`config.mk`:
```
export PLATFORM = sky130hd
export DESIGN_NAME = counter_scheduler_flat
export DESIGN_NICKNAME = d
export VERILOG_FILES = /design/src/rtl/counter_scheduler_pkg.sv /design/src/rtl/counter_scheduler_if.sv /design/src/rtl/counter_scheduler_down_counter.sv /design/src/rtl/counter_scheduler.sv /design/src/flat_wrapper.sv
export SDC_FILE = /design/constraint.sdc
export NUM_CORES = 1
export LEC_CHECK = 0
export CAP_MARGIN = 40
export CORE_MARGIN = 10
export CORE_UTILIZATION = 24
export CTS_CLUSTER_DIAMETER = 120
export DETAILED_ROUTE_END_ITERATION = 6
export HOLD_SLACK_MARGIN = 0.03
export PLACE_DENSITY = 0.51
export SLEW_MARGIN = 20
export SYNTH_ARGS = -nofsm -noshare
export SYNTH_HDL_FRONTEND = slang
export SYNTH_SLANG_ARGS = --single-unit
```
`constraint.sdc`:
```
create_clock -name clk -period 2.3 [get_ports clk]
set_clock_uncertainty 0.05 [all_clocks]
set_input_delay 0.23 -clock clk [delete_from_list [all_inputs] [get_ports clk]]
set_output_delay 0.23 -clock clk [all_outputs]
set_load 0.005 [all_outputs]
```
`src/rtl/counter_scheduler_pkg.sv`:
```
// Shared definitions for the counter scheduler slice.
//   - state_t      : 2-bit FSM state encoding (IDLE, LOAD, COUNT, DONE)
//   - N_REQ_DEF    : default number of requesters
//   - WIDTH_DEF    : default counter / load-value width
package counter_scheduler_pkg;

  localparam int unsigned N_REQ_DEF = 4;
  localparam int unsigned WIDTH_DEF = 4;

  typedef enum logic [1:0] {
    ST_IDLE  = 2'd0,
    ST_LOAD  = 2'd1,
    ST_COUNT = 2'd2,
    ST_DONE  = 2'd3
  } state_t;

endpackage

```
`src/rtl/counter_scheduler_if.sv`:
```
// Requester-side bus of the counter scheduler.
//   req      : per-requester level request, held until done
//   load_bus : requester i load value at [i*WIDTH +: WIDTH]
//   gnt      : one-hot grant, zero when idle
//   done     : one-cycle completion pulse to the granted requester
//   busy     : scheduler is not idle
//   cnt      : current value of the shared down-counter
// master = requesters, slave = scheduler.
interface counter_scheduler_if
  import counter_scheduler_pkg::*;
#(
  parameter int unsigned N_REQ = N_REQ_DEF,
  parameter int unsigned WIDTH = WIDTH_DEF
) ();

  logic [N_REQ-1:0]       req;
  logic [N_REQ*WIDTH-1:0] load_bus;
  logic [N_REQ-1:0]       gnt;
  logic [N_REQ-1:0]       done;
  logic                   busy;
  logic [WIDTH-1:0]       cnt;

  modport master (
    output req, load_bus,
    input  gnt, done, busy, cnt
  );

  modport slave (
    input  req, load_bus,
    output gnt, done, busy, cnt
  );

endinterface

```
`src/rtl/counter_scheduler_down_counter.sv`:
```
// Loadable down-counter that saturates at zero.
//   clk, rst : clock, asynchronous active-high reset
//   ld       : load din (has priority over dec)
//   dec      : decrement by one unless already zero
//   din      : load value
//   q        : registered count
module down_counter
  import counter_scheduler_pkg::*;
#(
  parameter int unsigned WIDTH = WIDTH_DEF
) (
  input  logic             clk,
  input  logic             rst,
  input  logic             ld,
  input  logic             dec,
  input  logic [WIDTH-1:0] din,
  output logic [WIDTH-1:0] q
);

  // Count register; the zero guard keeps the value from wrapping.
  always_ff @(posedge clk or posedge rst) begin
    if (rst) begin
      q <= '0;
    end else if (ld) begin
      q <= din;
    end else if (dec && (q != '0)) begin
      q <= q - WIDTH'(1);
    end
  end

endmodule

```
`src/rtl/counter_scheduler.sv`:
```
// Round-robin scheduler that lends one shared down-counter to N_REQ requesters.
//   clk, rst : clock, asynchronous active-high reset
//   bus      : requester bus (slave side), see counter_scheduler_if
// A granted requester gets its load value counted down to zero; the done
// pulse appears on the edge that leaves DONE, together with the grant clear.
module counter_scheduler
  import counter_scheduler_pkg::*;
#(
  parameter int unsigned N_REQ = N_REQ_DEF,
  parameter int unsigned WIDTH = WIDTH_DEF
) (
  input  logic                 clk,
  input  logic                 rst,
  counter_scheduler_if.slave   bus
);

  localparam int unsigned IW = (N_REQ > 1) ? $clog2(N_REQ) : 1;

  state_t           state;
  logic [N_REQ-1:0] gnt_q;
  logic [N_REQ-1:0] done_q;
  logic             busy_q;
  logic [IW-1:0]    gidx_q;
  logic [IW-1:0]    rr_ptr_q;
  logic [WIDTH-1:0] cnt_q;

  logic [IW-1:0]    cand;
  logic [IW-1:0]    pick;
  logic             pick_vld;
  logic [IW-1:0]    rr_next;
  logic [WIDTH-1:0] load_val;
  logic             held;
  logic             abort;
  logic             ld;
  logic             dec;
  logic [WIDTH-1:0] din;

  // Cyclic first-set search starting at rr_ptr.
  always_comb begin
    cand     = '0;
    pick     = '0;
    pick_vld = 1'b0;
    for (int unsigned i = 0; i < N_REQ; i++) begin
      cand = IW'((32'(rr_ptr_q) + i) % N_REQ);
      if (!pick_vld && bus.req[cand]) begin
        pick     = cand;
        pick_vld = 1'b1;
      end
    end
  end

  // Granted requester's load slice, selected with constant part-selects.
  always_comb begin
    load_val = '0;
    for (int unsigned i = 0; i < N_REQ; i++) begin
      if (gidx_q == IW'(i)) begin
        load_val = bus.load_bus[i*WIDTH +: WIDTH];
      end
    end
  end

  // Counter control; an abort reloads zero so cnt reads 0 back in IDLE.
  always_comb begin
    held    = bus.req[gidx_q];
    abort   = ((state == ST_LOAD) || (state == ST_COUNT)) && !held;
    ld      = abort || (state == ST_LOAD);
    din     = abort ? '0 : load_val;
    dec     = (state == ST_COUNT) && held;
    rr_next = IW'((32'(gidx_q) + 32'd1) % N_REQ);
  end

  down_counter #(
    .WIDTH (WIDTH)
  ) u_down_counter (
    .clk (clk),
    .rst (rst),
    .ld  (ld),
    .dec (dec),
    .din (din),
    .q   (cnt_q)
  );

  // Scheduler FSM with registered grant, done and busy.
  always_ff @(posedge clk or posedge rst) begin
    if (rst) begin
      state    <= ST_IDLE;
      gnt_q    <= '0;
      done_q   <= '0;
      busy_q   <= 1'b0;
      gidx_q   <= '0;
      rr_ptr_q <= '0;
    end else begin
      done_q <= '0;
      case (state)
        ST_IDLE: begin
          if (pick_vld) begin
            gnt_q  <= N_REQ'(1) << pick;
            gidx_q <= pick;
            busy_q <= 1'b1;
            state  <= ST_LOAD;
          end
        end
        ST_LOAD, ST_COUNT: begin
          if (abort) begin
            gnt_q    <= '0;
            busy_q   <= 1'b0;
            rr_ptr_q <= rr_next;
            state    <= ST_IDLE;
          end else if (state == ST_LOAD) begin
            state <= ST_COUNT;
          end else if (cnt_q == '0) begin
            state <= ST_DONE;
          end
        end
        ST_DONE: begin
          done_q   <= gnt_q;
          gnt_q    <= '0;
          busy_q   <= 1'b0;
          rr_ptr_q <= rr_next;
          state    <= ST_IDLE;
        end
        default: begin
          gnt_q  <= '0;
          busy_q <= 1'b0;
          state  <= ST_IDLE;
        end
      endcase
    end
  end

  assign bus.gnt  = gnt_q;
  assign bus.done = done_q;
  assign bus.busy = busy_q;
  assign bus.cnt  = cnt_q;

endmodule

```
`src/flat_wrapper.sv`:
```
// flat-port wrapper written by rule: the top's interface ports become plain ports
module counter_scheduler_flat import counter_scheduler_pkg::*;
#(
  parameter int unsigned N_REQ = N_REQ_DEF,
  parameter int unsigned WIDTH = WIDTH_DEF
)
  (clk, rst, bus_req, bus_load_bus, bus_gnt, bus_done, bus_busy, bus_cnt);
  counter_scheduler_if #(.N_REQ(N_REQ), .WIDTH(WIDTH)) bus_i ();
  input  logic clk;
  input  logic rst;
  input wire logic [$bits(bus_i.req)-1:0] bus_req;
  input wire logic [$bits(bus_i.load_bus)-1:0] bus_load_bus;
  output wire logic [$bits(bus_i.gnt)-1:0] bus_gnt;
  output wire logic [$bits(bus_i.done)-1:0] bus_done;
  output wire logic [$bits(bus_i.busy)-1:0] bus_busy;
  output wire logic [$bits(bus_i.cnt)-1:0] bus_cnt;
  assign bus_i.req = bus_req;
  assign bus_i.load_bus = bus_load_bus;
  assign bus_gnt = bus_i.gnt;
  assign bus_done = bus_i.done;
  assign bus_busy = bus_i.busy;
  assign bus_cnt = bus_i.cnt;
  counter_scheduler #(.N_REQ(N_REQ), .WIDTH(WIDTH)) u_core (.clk(clk), .rst(rst), .bus(bus_i));
endmodule
```
==> summary.md <==
| Metric | Value |
|---|---|
| Port bufs | 34 |
| Outcome | finished clean |
| Slew headroom | 0.511 |
| Max-Cap Viols | 0 |
| RSZ-0062 raised after global routing | no |
| Post-synth top flop | dfrtp_1 |
| Slew Viols, Final | 0 |
| CTS Hold Bufs | 0 |
| Synth top area cells | dfrtp_1 (40%), ha_1 (9.4%), nand2_1 (4.7%), and2_1 (3.1%), inv_1 (3.1%) |
| CP Launch Type | flop |
| Largest net degree at the start of global routing | 20 |
| Top Metal Used | met4 |
| Die height | 90.6 um |
| Die area | just over 8000 um2 |
| Initial antenna violation count | 0 |
| Initial Util | 0.250 |
| Post-synth top area cell | dfrtp_1 |
| Worst-Skew Late Latency | about 0.25 ns |
| Overall Power | about 2.0 mW |
| Final TNS setup | 0 ns |
| Synthesized area | 1200 um2 |
| Number of I/O pins | 35 |
| Antenna cells | 0 |
| Most frequent cells after synthesis | dfrtp_1 (19), nand2_1 (15), inv_1 (10) |
| Syn Nets | 157 |
| Synth cell types | 38 |
| Setup CP Type | flop to flop |
| Row count | 25 |
| EDFF count, synth | 0 |
| Resized Gates After CTS | 0 |
| Worst Path Arrival | between 2 and 2.5 ns |
| Finish-stage setup viols | 0 |
| Final Hold Viols | 0 |
| Synthesis-to-layout area growth | 40.1% |
| # DRC | 0 |
| Via count | 1047 |
| Final #Nets | 197 |
| Met2 WL post-DR | 1610 um |
| Routability cong. | 0.838 |
| Min Tclk post-route | about 1.9 ns |
| Metal1 wirelength | 1350 um |
| Drt pass-1 iters | 6 |
| Overall die width | just over 90 um |
| Most frequent cell after synthesis | dfrtp_1 |
| Global route overflow | 0 |
| CTS H-Tree Depth | 1 |
| GRT Util Overall | 0.0753 |
| Met3 wire len | 144 um |
| CTS tree | done |
| Num CTS Buffers | 3 |
| Share of cells above drive strength 1 | 0.0970 |
| Max clock buf depth | 2 |
| DRT Wirelength | 3120 um |
| Post-DR wirelength/cell | 13.4 um |
| Worst-margin pin slew | 0.733 ns |
| Ys async rst share | 1.00 |
| Synth Area per Inst | around 9.5 um2 |
| Period utilization | 0.839 |
| Worst Setup End Kind | flop |
| Detailed-placement wirelength estimate | roughly 2600 um |
| Register area share after synthesis | 0.397 |
| Root Buffer Master | clkbuf_8 |
| Vias in the first global route | 1107 |
| Final cell count without fillers | 232 |
| P_leak | 0.711 nW |
| Synth Warn # | 0 |
| Worst endpoint required time | 2.41 ns |
| Fmax achieved | around 520 MHz |
| Post-route ant nets | 0 |
| Max VDD drop | 0.000451 V |
| HP Class | primary input to async pin |
| Fillers | 497 |
| CTS sink cnt | 19 |
| Fin util | 0.351 |
| Critical path fanouts, max | 5 |
| Power per cell area | 1210 nW/um2 |
| Core area | roughly 4800 um2 |
| Initial DRC Count | 73 |
| Avg Vias per Cell | 4.51 |
| Yosys top cell area share | 0.397 |
| Syn Inst Count | roughly 130 |
| Seq cells post-synth | 19 |
| Clk slew on worst S/H paths | 0.07 ns |
| Post-CTS setup repair buffer count | 0 |
| DP Cell Count | 228 |
| First-pass GRT wire length | 5240 um |
==> per-stage QoR <==
stage / hold slack, ns / instance area, um2 / setup slack [ns]
floorplan: 0.131 / 1200 / 0.462
global placement: 0.439 / 1630 / 0.202
detailed placement: 0.439 / 1630 / 0.171
CTS: 0.391 / 1680 / 0.360
global route: 0.438 / 1680 / 0.158
finish: 0.356 / 1680 / 0.370
==> layer usage <==
metal / global-route usage / up-vias
li1: - / 526
met1: 0.0852 / 496
met2: 0.136 / 23
met3: 0.0166 / 2
met4: 0.0239 / 0
met5: 0 / -
==> cell type report <==
cell class / count / area [um2] / area share
Inverter: 10 / 37.5 / 0.0224
Multi-Input combinational cell: 94 / 666 / 0.397
Sequential cell: 19 / 475 / 0.283
Tap cell: 67 / 83.8 / 0.0500
Timing Repair Buffer: 38 / 370 / 0.221
Clock buffer: 4 / 45.0 / 0.0268
==> placed cells by master (no fill, tap or decap), types with 3 or more instances in the layout <==
| cell | count |
|---|---|
| o21ai_0 | 3 |
| and2_1 | 6 |
| nor2b_1 | 4 |
| nand2_1 | 15 |
| nor2_1 | 9 |
| a221oi_1 | 4 |
| inv_1 | 10 |
| nand2b_1 | 4 |
| clkbuf_8 | 3 |
| buf_4 | 4 |
| dfrtp_1 | 19 |
| a21oi_1 | 6 |
| clkdlybuf4s50_1 | 34 |
| ha_1 | 9 |
| nand3_1 | 4 |
| mux2_2 | 3 |
==> final timing paths <==
check,start,endpoint,slack (ns),cells past startpoint
max,u_core.u_down_counter.q[0]$_DFFE_PP0P_,u_core.u_down_counter.q[2]$_DFFE_PP0P_,0.37,7
min,rst,u_core.state[0]$_DFFE_PP0P_,0.36,2
max reg2reg,u_core.u_down_counter.q[0]$_DFFE_PP0P_,u_core.u_down_counter.q[2]$_DFFE_PP0P_,0.37,7
min reg2reg,u_core.bus.gnt[3]$_DFFE_PP0P_,u_core.bus.gnt[3]$_DFFE_PP0P_,0.45,2
max in group asynchronous,rst,u_core.state[1]$_DFFE_PP0P_,1.38,2
min in group clk,u_core.bus.gnt[3]$_DFFE_PP0P_,u_core.bus.gnt[3]$_DFFE_PP0P_,0.45,2
==> power by group <==
group	internal (mW)	switching (mW)	leakage, nW
clock network	0.123	0.101	0.0228
registers	0.467	0.132	0.244
logic	0.599	0.607	0.445
==> registers in the layout, indices dropped and copies added (netlist names) <==
signal	flops
u_core.bus.busy	1
u_core.bus.done	4
u_core.bus.gnt	4
u_core.gidx_q	2
u_core.rr_ptr_q	2
u_core.state	2
u_core.u_down_counter.q	4
==> worst max-delay path, stage by stage (launching register included) <==
cell	delay, ns
dfrtp_1	0.39
inv_1	0.10
ha_1	0.18
or3b_2	0.46
and3_1	0.26
nand2_1	0.11
xor2_1	0.07
a211oi_1	0.22
==> logic make-up (layout without fill, tap and decap cells) <==
kind of cell    Yosys count  count (layout)  synth area share
compound gates           27              27             0.162
xor+xnor                  3               3            0.0219
fa+ha+maj                 9               9            0.0940
buf+inv                  13              52            0.0470
flops                    19              19             0.397
mux                       4               4            0.0470
simple gates             51              51             0.231
Power figures use the tool's default switching activity.
